[config.mk]
export PLATFORM = sky130hd
export DESIGN_NAME = spi_alu_cmd_rx
export DESIGN_NICKNAME = d
export VERILOG_FILES = /design/src/rtl/spi_alu_cmd_rx.sv
export SDC_FILE = /design/constraint.sdc
export NUM_CORES = 1
export LEC_CHECK = 0
export ABC_CLOCK_PERIOD_IN_PS = 2950
export BUFFER_PORTS_ARGS = -buffer_cell sky130_fd_sc_hd__buf_2
export CAP_MARGIN = 20
export CORE_UTILIZATION = 50
export CTS_BUF_LIST = sky130_fd_sc_hd__clkbuf_8
export DETAILED_ROUTE_END_ITERATION = 10
export GPL_TIMING_DRIVEN = 0
export PLACE_DENSITY = 0.72
export SLEW_MARGIN = 20
export SYNTH_ARGS = -nofsm -noshare
export SYNTH_HDL_FRONTEND = slang
export SYNTH_SLANG_ARGS = --single-unit
[constraint.sdc]
create_clock -name clk -period 2.95 [get_ports clk]
set_input_delay 0.4425 -clock clk [delete_from_list [all_inputs] [get_ports clk]]
set_output_delay 0.4425 -clock clk [all_outputs]
set_load 0.02 [all_outputs]
[src/rtl/spi_alu_cmd_rx.sv]
`timescale 1ns/1ps
// spi_alu_cmd_rx: SPI mode-0 slave that receives one 3-byte ALU command frame (cmd, op1, op2) per chip-select assertion.
// Latency: valid_o pulses 1 clk after the sampled SCLK rise that completes operand 2 (SYNC_STAGES+2 clk after the pin edge, +/-1).
// Backpressure: none; the downstream ALU accepts a frame every cycle, and SCLK is only oversampled.
//
// Ports:
//   clk, rst_n                       system clock, async active-low reset
//   spi_sclk_i, spi_cs_n_i, spi_mosi_i  raw SPI pins (asynchronous to clk)
//   valid_o                          one-cycle pulse, frame fields valid
//   data_o_1, data_o_2, sel_o        operand 1, operand 2, op select (held until next frame)
//   frame_err_o                      one-cycle pulse when a frame is aborted mid-way
module spi_alu_cmd_rx #(
    parameter int DATA_WIDTH  = 8,
    parameter int SEL_WIDTH   = 2,
    parameter int SYNC_STAGES = 2
) (
    input  logic                  clk,
    input  logic                  rst_n,
    input  logic                  spi_sclk_i,
    input  logic                  spi_cs_n_i,
    input  logic                  spi_mosi_i,
    output logic                  valid_o,
    output logic [DATA_WIDTH-1:0] data_o_1,
    output logic [DATA_WIDTH-1:0] data_o_2,
    output logic [SEL_WIDTH-1:0]  sel_o,
    output logic                  frame_err_o
);

    localparam int CW = (DATA_WIDTH > 1) ? $clog2(DATA_WIDTH) : 1;

    typedef enum logic [2:0] {IDLE, CMD, OP1, OP2, DONE} state_t;

    // Equal-depth synchronisers keep SCLK, CS and MOSI aligned to one another.
    logic [SYNC_STAGES-1:0] sclk_sync_q;
    logic [SYNC_STAGES-1:0] cs_sync_q;
    logic [SYNC_STAGES-1:0] mosi_sync_q;
    logic                   sclk_q;

    always_ff @(posedge clk or negedge rst_n) begin
        if (!rst_n) begin
            sclk_sync_q <= '0;
            cs_sync_q   <= '1;
            mosi_sync_q <= '0;
            sclk_q      <= 1'b0;
        end else begin
            sclk_sync_q <= {sclk_sync_q[SYNC_STAGES-2:0], spi_sclk_i};
            cs_sync_q   <= {cs_sync_q[SYNC_STAGES-2:0], spi_cs_n_i};
            mosi_sync_q <= {mosi_sync_q[SYNC_STAGES-2:0], spi_mosi_i};
            sclk_q      <= sclk_sync_q[SYNC_STAGES-1];
        end
    end

    logic sclk_s, cs_s, mosi_s, rise;
    assign sclk_s = sclk_sync_q[SYNC_STAGES-1];
    assign cs_s   = cs_sync_q[SYNC_STAGES-1];
    assign mosi_s = mosi_sync_q[SYNC_STAGES-1];
    assign rise   = sclk_s & ~sclk_q;

    state_t                state_q;
    logic [CW-1:0]         bit_cnt_q;
    logic [DATA_WIDTH-1:0] shift_q;
    logic [DATA_WIDTH-1:0] data1_q, data2_q;
    logic [SEL_WIDTH-1:0]  sel_q;
    logic                  valid_q, err_q;

    // Byte as it will look once the current MOSI bit is shifted in.
    logic [DATA_WIDTH-1:0] byte_full;
    logic                  byte_done;
    assign byte_full = {shift_q[DATA_WIDTH-2:0], mosi_s};
    assign byte_done = rise && (bit_cnt_q == CW'(DATA_WIDTH - 1));

    always_ff @(posedge clk or negedge rst_n) begin
        if (!rst_n) begin
            state_q   <= IDLE;
            bit_cnt_q <= '0;
            shift_q   <= '0;
            data1_q   <= '0;
            data2_q   <= '0;
            sel_q     <= '0;
            valid_q   <= 1'b0;
            err_q     <= 1'b0;
        end else begin
            valid_q <= 1'b0;
            err_q   <= 1'b0;
            case (state_q)
                IDLE: begin
                    bit_cnt_q <= '0;
                    if (!cs_s) state_q <= CMD;
                end
                CMD, OP1, OP2: begin
                    // CS release wins over a coincident SCLK rise.
                    if (cs_s) begin
                        // Releasing CS before any bit arrived is an empty select, not an error.
                        if (!(state_q == CMD && bit_cnt_q == '0)) err_q <= 1'b1;
                        state_q   <= IDLE;
                        bit_cnt_q <= '0;
                    end else if (rise) begin
                        shift_q <= byte_full;
                        if (byte_done) begin
                            bit_cnt_q <= '0;
                            case (state_q)
                                CMD: begin
                                    sel_q   <= byte_full[SEL_WIDTH-1:0];
                                    state_q <= OP1;
                                end
                                OP1: begin
                                    data1_q <= byte_full;
                                    state_q <= OP2;
                                end
                                default: begin
                                    data2_q <= byte_full;
                                    valid_q <= 1'b1;
                                    state_q <= DONE;
                                end
                            endcase
                        end else begin
                            bit_cnt_q <= bit_cnt_q + CW'(1);
                        end
                    end
                end
                DONE: begin
                    // Extra bytes after a complete frame are dropped until CS goes high.
                    if (cs_s) state_q <= IDLE;
                end
                default: state_q <= IDLE;
            endcase
        end
    end

    assign valid_o     = valid_q;
    assign frame_err_o = err_q;
    assign data_o_1    = data1_q;
    assign data_o_2    = data2_q;
    assign sel_o       = sel_q;

endmodule

* Yosys cells after proc, flatten, opt, wreduce, memory -nomap -nowiden
Index checks and enable logic that the tools add are counted.
** Word-level totals
- Register bits after elaboration :: 40
- Output and inout port bits :: 20
- Logic and storage cells :: 58
** Cells by class
- $add $sub $neg :: 1
- Equal/unequal tests :: 9
- Muxes and demuxes :: 19
- Bitwise logic cells :: 4
- Reduce and logical (&&, ||, !) cells :: 13
** Operator list (count)
- $mux 3 :: 8
- $reduce_and 5->1 :: 3
- $pmux 3 s2 :: 2
- $pmux 3 s3 :: 1
- $mux 1 :: 8
- $eq 3x2->1 const B :: 2
- $eq 3x3->1 const B :: 2
- $logic_not 3->1 :: 2
- $ne 3x3->1 const B :: 2
- $ne 2x2->1 const B :: 2
- $reduce_and 4->1 :: 1
- $add 3x1->3 const B :: 1
- $eq 3x1->1 const B :: 1
- $not 1->1 :: 3
- $reduce_and 3->1 :: 1
- $reduce_or 3->1 :: 1
- $logic_and 1x1->1 :: 2
- $reduce_and 2->1 :: 1
- $reduce_bool 2->1 :: 1
- $reduce_or 2->1 :: 1
- $and 1x1->1 :: 1

* Longest topological paths before layout
Gate-level depths: netlist of run 1.
- Word-level depth :: 7
- Depth in mapped cells :: 5

* Worst setup path before layout of run 1
No wires, ideal clock.
- Path type :: flip-flop to flip-flop
- From :: register bit_cnt_q[0]
- To :: register sel_q[0], in the netlist sel_o[0]
- Setup time :: 125 ps
- Arrival time :: 1614 ps
- Data required time :: 2825 ps
- Path slack :: 1211 ps
- Stages on the path, launching flop included :: 6
- Path buffers :: 0
- Period minus slack after synthesis :: 1739 ps
- Cells stage by stage :: dfrtp_1 > ha_1 > ha_1 > nand4b_2 > or4_4 > mux2_4
** Between the ends
- Cells in the longest elaborated chain, start to end :: 3
** RTL lines
- start: declaration :: line 60 : logic [CW-1:0] bit_cnt_q;
- start signal: assignment :: line 117 : bit_cnt_q <= bit_cnt_q + CW'(1);
- $eq 3x3->1 :: line 70 : assign byte_done = rise && (bit_cnt_q == CW'(DATA_WIDTH - 1));
- $logic_and 1x1->1 :: line 70
- $reduce_and 5->1 (no line)
- end signal: assignment :: line 103 : sel_q <= byte_full[SEL_WIDTH-1:0];
- end: declaration :: line 63 : logic [SEL_WIDTH-1:0] sel_q;
Every way passes these cells.
A chain may end at the register's enable or synchronous reset.

* Worst setup path after layout of run 1
Ends and elaborated chain as after synthesis.

==> results of run 1 <==
-- per-stage QoR --
step / setup WS (ns) / util, % / instance area, sq um
after floorplan: 1.21 / - / 1580
after global placement: 1.14 / 57.9 / 1750
after detailed placement: 1.10 / 57.9 / 1750
after CTS: 1.09 / 62.1 / 1880
after global routing: 0.985 / 62.1 / 1880
final: 1.09 / 62.1 / 1880
-- path summary, 6_finish.rpt --
check / start / endpoint / slack, ns / depth (start not counted)
worst min register to register: mosi_sync_q[0] / mosi_sync_q[1] / 0.35 / 0
min in group clk: spi_cs_n_i / cs_sync_q[0] / 0.25 / 1
worst min-delay path: rst_n / sel_o[0] / 0.25 / 1
max in group asynchronous: rst_n / data_o_2[3] / 2.16 / 1
worst max-delay path: bit_cnt_q[0] / sel_o[0] / 1.09 / 5
worst max register to register: bit_cnt_q[0] / sel_o[0] / 1.09 / 5
-- worst max-delay path: cells and delay by family (launching register included) --
| kind | cells | cell delay [ns] |
|---|---|---|
| simple gates | 2 | 0.65 |
| fa+ha+maj | 2 | 0.41 |
| mux | 1 | 0.31 |
| flops | 1 | 0.38 |
-- logic make-up (layout without fill, tap and decap cells) --
logic type,count (synthesis),count (layout),share of synthesized area [%]
buffers and inverters,5,37,2.14
xor gates and xnor gates,1,1,0.555
AOI/OAI and AO/OA,7,7,3.41
adders and majority gates,3,3,2.38
DFF,40,40,63.6
and+or+nand+nor,16,16,8.88
muxes,26,26,19.0
-- where the power goes --
part           switching, mW  internal (mW)
clock                  0.186          0.298
combinational         0.0217         0.0275
sequential            0.0320          0.581
-- layout by cell type, fill, tap and decap left out, drive strengths merged, types with 2 or more instances in the layout --
| master | count |
|---|---|
| nor3b | 2 |
| dfrtp | 38 |
| inv | 3 |
| dfstp | 2 |
| ha | 3 |
| nor2 | 2 |
| buf | 26 |
| clkbuf | 7 |
| a21oi | 2 |
| mux2 | 26 |
| a22o | 2 |
-- area by class of cell --
type / instances / area (sq um) / area share, %
Timing Repair Buffer: 24 / 120 / 6.39
Buffer: 2 / 22.5 / 1.20
Multi-Input combinational cell: 53 / 541 / 28.8
Clock buffer: 7 / 96.3 / 5.13
Sequential cell: 40 / 1000 / 53.4
Inverter: 3 / 11.3 / 0.599
Tap cell: 44 / 55.1 / 2.93
Clock inverter: 1 / 30.0 / 1.60
-- flip-flops by register name, summed over array words and instances, names as in the netlist, 2 cells and up --
name and cells:
data_o_1 8, data_o_2 8, shift_q 7, bit_cnt_q 3
state_q 3, cs_sync_q 2, mosi_sync_q 2, sclk_sync_q 2
sel_o 2
-- metal layers --
layer  vias up  routed length (um)  GRT usage [%]
li1        408                   -              -
met1       444                1180           24.2
met2        26                1160           25.6
met3         8                 111           4.91
met4         0                  67           11.2
met5         -                   0              0
==> results.cfg, run 1 <==
[global_routing]
grt_pass1_wl_um = 4290
grt_remaining_overflow = 0
grt_util_all_layers_pct = 17.9
antenna_found_initial = 0
grt_max_degree = 41
grt_pass1_vias = 891

[hold_path]
hp-class = in2async

[die]
num_rows = 20
start_util_pct = 52.1
ioPinCount = 25
die_w_um = 58.2
core-area_sq_um = 3030
die_y_um = 58.2
die_area_sq_um = 3380

[logic_synthesis]
synth_common_cells = dfrtp_1 (38), mux2_2 (24), ha_1 (3), inv_1 (3)
synth_top_area_cell = dfrtp_1
avgSynthCellArea_sq_um = 16.1
yosysMostFrequentCell = dfrtp_1
ys_seq_area_share_pct = 63.6
synth_cell_type_count = 27
syn-cell-area_sq_um = 1580
synthFlopType = dfrtp_1
synthCells = 98
yosys.area.top_type_share_pct = 60.3
yosysWarnings = 0
synth.area.top_cells = dfrtp_1 (60%), mux2_2 (17%), dfstp_2 (3.3%)
ys_seq_elements = 40
synth_edf_count = 0
synthArstFlopShare_pct = 100
synth_fp_nets = 106

[power_and_ir_drop]
power_mw = 1.15
powerDensity_nw_per_um2 = 610
peakVddDrop_uv = 318
leakagePower_nw = 0.997

[worst_setup_path]
crit_required_ns = 3.13
cp_common_cell = ha_1
critPathArrivalTime_ns = 2.04
cp-end-kind = flip-flop
crit_chain = ha_1 -> ha_1 -> nand4b_2 -> or4_4 -> mux2_4
crit_path_start_kind = flip-flop
crit_type = reg2reg
crit_path_max_fanout = 5
cp_slowest_stage_delay_ns = 0.47
cp_slowest_cell = or4_4

[timing]
hold_ws_ns = 0.250
setup_viol = 0
max_slew_margin_pct = 43.5
worstMarginPinSlew_ns = 0.848
rsz0062_at_grt = no
finalHoldViolations = 0
fin_setup_tns_ns = 0
max_freq_mhz = 537
fin_crit_sh_pct = 63.1
drv_slew = 0
finClkSkew_ns = 0.00422
period_needed_ns = 1.86

[drt]
firstDrtPassIters = 4
avgViaCountPerCell = 5.09
drt_iter0_drc = 8
totalWireLength_um = 2520
vias = 886
antenna_left = 0
wl_per_cell_um = 14.5
drc = 0

[place]
port_buffers = 24
dpl.hpwl_um = 1650
place_congestion = 0.709
dpl.cell_count = 166

[job]
max-cap-violations = 0

[cts]
clk_pin_slew_ns = 0.07
h-tree-depth = 2
numCtsBuffers = 5
cts_root_buf = clkbuf_8
cts_tree = built
cts.sinks = 40
cts_setup_buffers = 0
insertion_delay_ns = 0.29
clk_path_buf_depth = 2
cts_resized = 0
holdBufCountCts = 0

[final_layout]
insertedDiodeCount = 0
nets = 137
drive_gt1_share_pct = 54.6
syn_to_final_growth_pct = 19.1
final_cells = 174
fillers = 240

[run_status]
status = finished, final reports clean
Note: power is estimated with default switching activity, not from simulation.
==> inputs of run 2 (changes only) <==
Settings changed: ABC_CLOCK_PERIOD_IN_PS 2950 to 1500, PLACE_DENSITY 0.72 to 0.75.
Clock period 2.95 ns to 1.5 ns, I/O delays scaled along.
==> run 2 against run 1 <==
Net effect: the flow now finishes with violations (setup timing); routed wire length rose by 8.0%; critical path depth unchanged; utilization rose by 2.6 points; combinational power is 120% higher; worst hold slack lost 0.21 ns; worst setup slack lost 1.3 ns; largest power group unchanged; cell count rose by 3.4%; sequential cell count stayed put; register-to-register slack worse by 1.3 ns.
==> results.cfg, run 2 (same netlist as run 1, synthesis figures left out) <==
[timing]
max_slew_margin_pct = 43.6
hold_ws_ns = 0.0445
finalHoldViolations = 0
fin_setup_tns_ns = -1.84
finClkSkew_ns = 0.00631
max_freq_mhz = 594
worstMarginPinSlew_ns = 0.846
setup_viol = 18
period_needed_ns = 1.68
rsz0062_at_grt = yes
drv_slew = 0
fin_crit_sh_pct = 112
setup_ws_ns = -0.184

[cts]
holdBufCountCts = 0
cts_root_buf = clkbuf_8
insertion_delay_ns = 0.28
clk_path_buf_depth = 2
h-tree-depth = 2
cts.sinks = 40
numCtsBuffers = 5
cts_tree = built
clk_pin_slew_ns = 0.07

[power_and_ir_drop]
leakagePower_nw = 1.05
switching_share_pct = 22.7
p_clk_share_pct = 32.6
powerDensity_nw_per_um2 = 999
power_mw = 1.96
power_frac_seq_pct = 61.9
internal_power_mw = 1.51
comb_power_share_pct = 5.5
peakVddDrop_uv = 856
p_sw_mw = 0.444

[drt]
drc = 0
vias = 906
drt_iter0_drc = 18
totalWireLength_um = 2730
wl_per_cell_um = 15.1
antenna_left = 0
firstDrtPassIters = 4
avgViaCountPerCell = 5.03

[worst_setup_path]
cp_slowest_cell = or4_4
startpoint = bit_cnt_q[1]
cp-end-kind = flip-flop
crit_required_ns = 1.66
crit_path_max_fanout = 2
cp_top_family = simple AND/OR/NAND/NOR gates
crit_buf_inv = 0
crit_type = reg2reg
crit_chain = ha_2 -> ha_4 -> nand4b_4 -> or4_4 -> mux2_4
cp_slowest_stage_delay_ns = 0.45
crit_path_start_kind = flip-flop
reg2reg_from = bit_cnt_q[1]
critPathArrivalTime_ns = 1.84

[final_layout]
nets = 144
most-common-layout-cells = dfrtp_1 (37), buf_2 (24), mux2_2 (16)
syn_to_final_growth_pct = 24.2
insertedDiodeCount = 0
final_cells = 180
finalInstanceArea_sq_um = 1960
fin_util_pct = 64.7
drive_gt1_share_pct = 59.6
mostFrequentLayoutCell = dfrtp_1

[global_routing]
grt_pass1_vias = 899
grt_max_degree = 41
grt_util_all_layers_pct = 18.1
grt_pass1_wl_um = 4440
antenna_found_initial = 0
grt_remaining_overflow = 0

[run_status]
violations = setup timing
status = complete, but fails checks

[die]
die_y_um = 58.2
die_w_um = 58.2
num_rows = 20
core-area_sq_um = 3030
start_util_pct = 52.1
die_area_sq_um = 3380
ioPinCount = 25

[place]
placed_cell_area_sq_um = 1780
pre_cts_slack_ns = -0.270
dpl.cell_count = 166
dpl.hpwl_um = 1720
port_buffers = 24
place_congestion = 0.827

[job]
max-cap-violations = 0

[hold_path]
hp-class = in2reg
hp-start = spi_cs_n_i
## run 2: worst reg2reg max path, delay by kind of cell (launching register included)
kind                       cells  cell delay (ns)
adders and majority gates      2             0.34
DFF                            1             0.35
and+or+nand+nor                2             0.57
muxes                          1             0.31
## run 2: power by group through the flow
| stage | clock network (mW) | logic, mW | registers, mW |
|---|---|---|---|
| final | 0.638 | 0.108 | 1.21 |
| after global routing | 0.704 | 0.121 | 1.22 |
| after CTS | 0.657 | 0.105 | 1.21 |
| after detailed placement | 0 | 0.0993 | 1.23 |
| after global placement | 0 | 0.0949 | 1.22 |
| after floorplan | 0 | 0.0655 | 1.21 |
## run 2: final cells by class
class,instances,area (sq um)
Inverter,3,11.3
Sequential cell,40,1000
Multi-Input combinational cell,53,616
Clock buffer,5,68.8
Clock inverter,2,8.76
Timing Repair Buffer,31,173
Buffer,2,22.5
Fill cell,230,1070
Tap cell,44,55.1
## run 2: repair_timing
| action | CTS | global route |
|---|---|---|
| buffers inserted | 4 | 3 |
| pin swaps | 1 | 1 |
| resized for setup | 10 | 2 |
| setup endpoints to repair | 18 | 21 |
## run 2: path summary, 6_finish.rpt
kind	end	slack (ns)	cells after the start
hold / removal	cs_sync_q[0]	0.04	1
setup / recovery	sel_o[1]	-0.18	5
hold reg to reg	sclk_sync_q[1]	0.35	0
max in group asynchronous	state_q[2]	0.88	1
min in group asynchronous	state_q[2]	0.05	1
setup reg to reg	sel_o[1]	-0.18	5
## run 2: per-layer routing
layer	track usage (%)	up-vias	wire length (um)
met4	6.46	0	16
met3	4.69	2	91
met5	0	-	0
met2	26.8	21	1320
li1	-	423	-
met1	25.9	460	1300
==> inputs of run 3 (changes only) <==
Settings changed: REMOVE_ABC_BUFFERS from default to 1.
==> run 3 against run 2 <==
Net effect: the flow still finishes with violations (setup timing); worst hold slack lost 0.011 ns; clock-buffer cell count is the same; sequential cell count is the same; utilization is essentially flat; clock power grew 4.1%; design area is essentially flat; critical endpoint is now sel_o[0]; sequential share of layout area is essentially flat; largest cell class unchanged; global-route usage shrank 0.13 points.
==> results.cfg, run 3 (same netlist as run 1, synthesis figures left out) <==
[run_status]
status = complete, but fails checks
violations = setup timing

[timing]
setup_ws_ns = -0.187
drv_slew = 0
finalHoldViolations = 0
fin_crit_sh_pct = 112
worstMarginPinSlew_ns = 0.851
max_slew_margin_pct = 43.3
rsz0062_at_grt = yes
max_freq_mhz = 593
setup_viol = 19
period_needed_ns = 1.69
finClkSkew_ns = 0.00455

[worst_setup_path]
crit_required_ns = 1.68
crit_path_start_kind = flip-flop
crit_chain = ha_2 -> ha_4 -> nand4b_4 -> or4_4 -> mux2_4
cp_slowest_cell = or4_4
cp_slowest_stage_delay_ns = 0.45
crit_buf_inv = 0
cp-end-kind = flip-flop
critPathArrivalTime_ns = 1.87
reg2reg_from = bit_cnt_q[0]
crit_type = reg2reg
cp_top_family = simple AND/OR/NAND/NOR gates
regToRegSetupSlack_ns = -0.19
startpoint = bit_cnt_q[0]
crit_path_max_fanout = 4

[cts]
cts_root_buf = clkbuf_8
clk_path_buf_depth = 2
insertion_delay_ns = 0.29
holdBufCountCts = 0
cts_tree = built
h-tree-depth = 2
numCtsBuffers = 5
cts.sinks = 40
clk_pin_slew_ns = 0.07

[final_layout]
mostFrequentLayoutCell = dfrtp_1
syn_to_final_growth_pct = 24.1
final_cells = 178
finalInstanceArea_sq_um = 1960
fin_util_pct = 64.7
insertedDiodeCount = 0
most-common-layout-cells = dfrtp_1 (37), buf_2 (24), mux2_4 (16)
drive_gt1_share_pct = 58.2
nets = 141

[drt]
drc = 0
vias = 901
firstDrtPassIters = 4
drt_iter0_drc = 13
antenna_left = 0
wl_per_cell_um = 15.4
avgViaCountPerCell = 5.06
totalWireLength_um = 2750

[global_routing]
grt_util_all_layers_pct = 17.9
grt_pass1_vias = 893
grt_pass1_wl_um = 4350
grt_remaining_overflow = 0
antenna_found_initial = 0
grt_max_degree = 41

[job]
max-cap-violations = 0

[place]
dpl.cell_count = 164
dpl.hpwl_um = 1580
place_congestion = 0.753
placed_cell_area_sq_um = 1730
pre_cts_slack_ns = -0.355
port_buffers = 24

[die]
num_rows = 20
ioPinCount = 25
die_y_um = 58.2
die_w_um = 58.2
core-area_sq_um = 3030
start_util_pct = 52.1
die_area_sq_um = 3380

[power_and_ir_drop]
powerDensity_nw_per_um2 = 1020
leakagePower_nw = 1.04
peakVddDrop_uv = 658

[hold_path]
hp-start = spi_cs_n_i
hp-class = in2reg
-- run 3: worst paths after layout --
check,cells past startpoint,endpoint
min in group asynchronous,1,state_q[1]
worst min-delay path,1,cs_sync_q[0]
max in group asynchronous,1,state_q[2]
worst max-delay path,5,sel_o[0]
worst min register to register,0,mosi_sync_q[1]
worst max register to register,5,sel_o[0]
-- run 3: worst reg2reg max path, stage by stage, from the launching register on --
cell and delay [ns]:
dfrtp_1 0.36, ha_2 0.19, ha_4 0.16, nand4b_4 0.11, or4_4 0.45, mux2_4 0.31
-- run 3: repair_timing --
action,CTS,global route
pin swaps,2,1
setup endpoints to repair,18,21
buffers inserted,4,2
endpoints found under the hold margin,0,0
gates resized for setup,10,15
-- run 3: per-layer routing --
layer,track usage (%),part of all wire (%)
met5,0,0
met4,7.14,1.5
met3,8.26,5.4
met2,25.1,45
met1,24.2,48
-- run 3: power by group --
part           leakage [nW]  internal, mW  switching, mW
Sequential            0.530          1.14         0.0753
Clock                0.0505         0.312          0.351
Combinational         0.460        0.0598         0.0479
-- run 3: final cells by class --
cell class | instances | area [sq um]
flip-flops and latches | 40 | 1000
inverters | 3 | 11.3
multi-input cells | 53 | 637
repair buffers | 30 | 169
fillers | 223 | 1070
well taps | 44 | 55.1
clock inverters | 3 | 12.5
clock buffers | 5 | 68.8
-- run 3: through the flow --
stage	setup TNS (ns)	hold slack, ns	power [mW]
after floorplan	-0.648	-0.0706	1.27
after global placement	-2.19	0.333	1.32
after detailed placement	-2.90	0.333	1.33
after CTS	-1.24	0.0264	1.99
after global routing	-3.28	0.0230	2.07
final	-2.13	0.0335	1.99
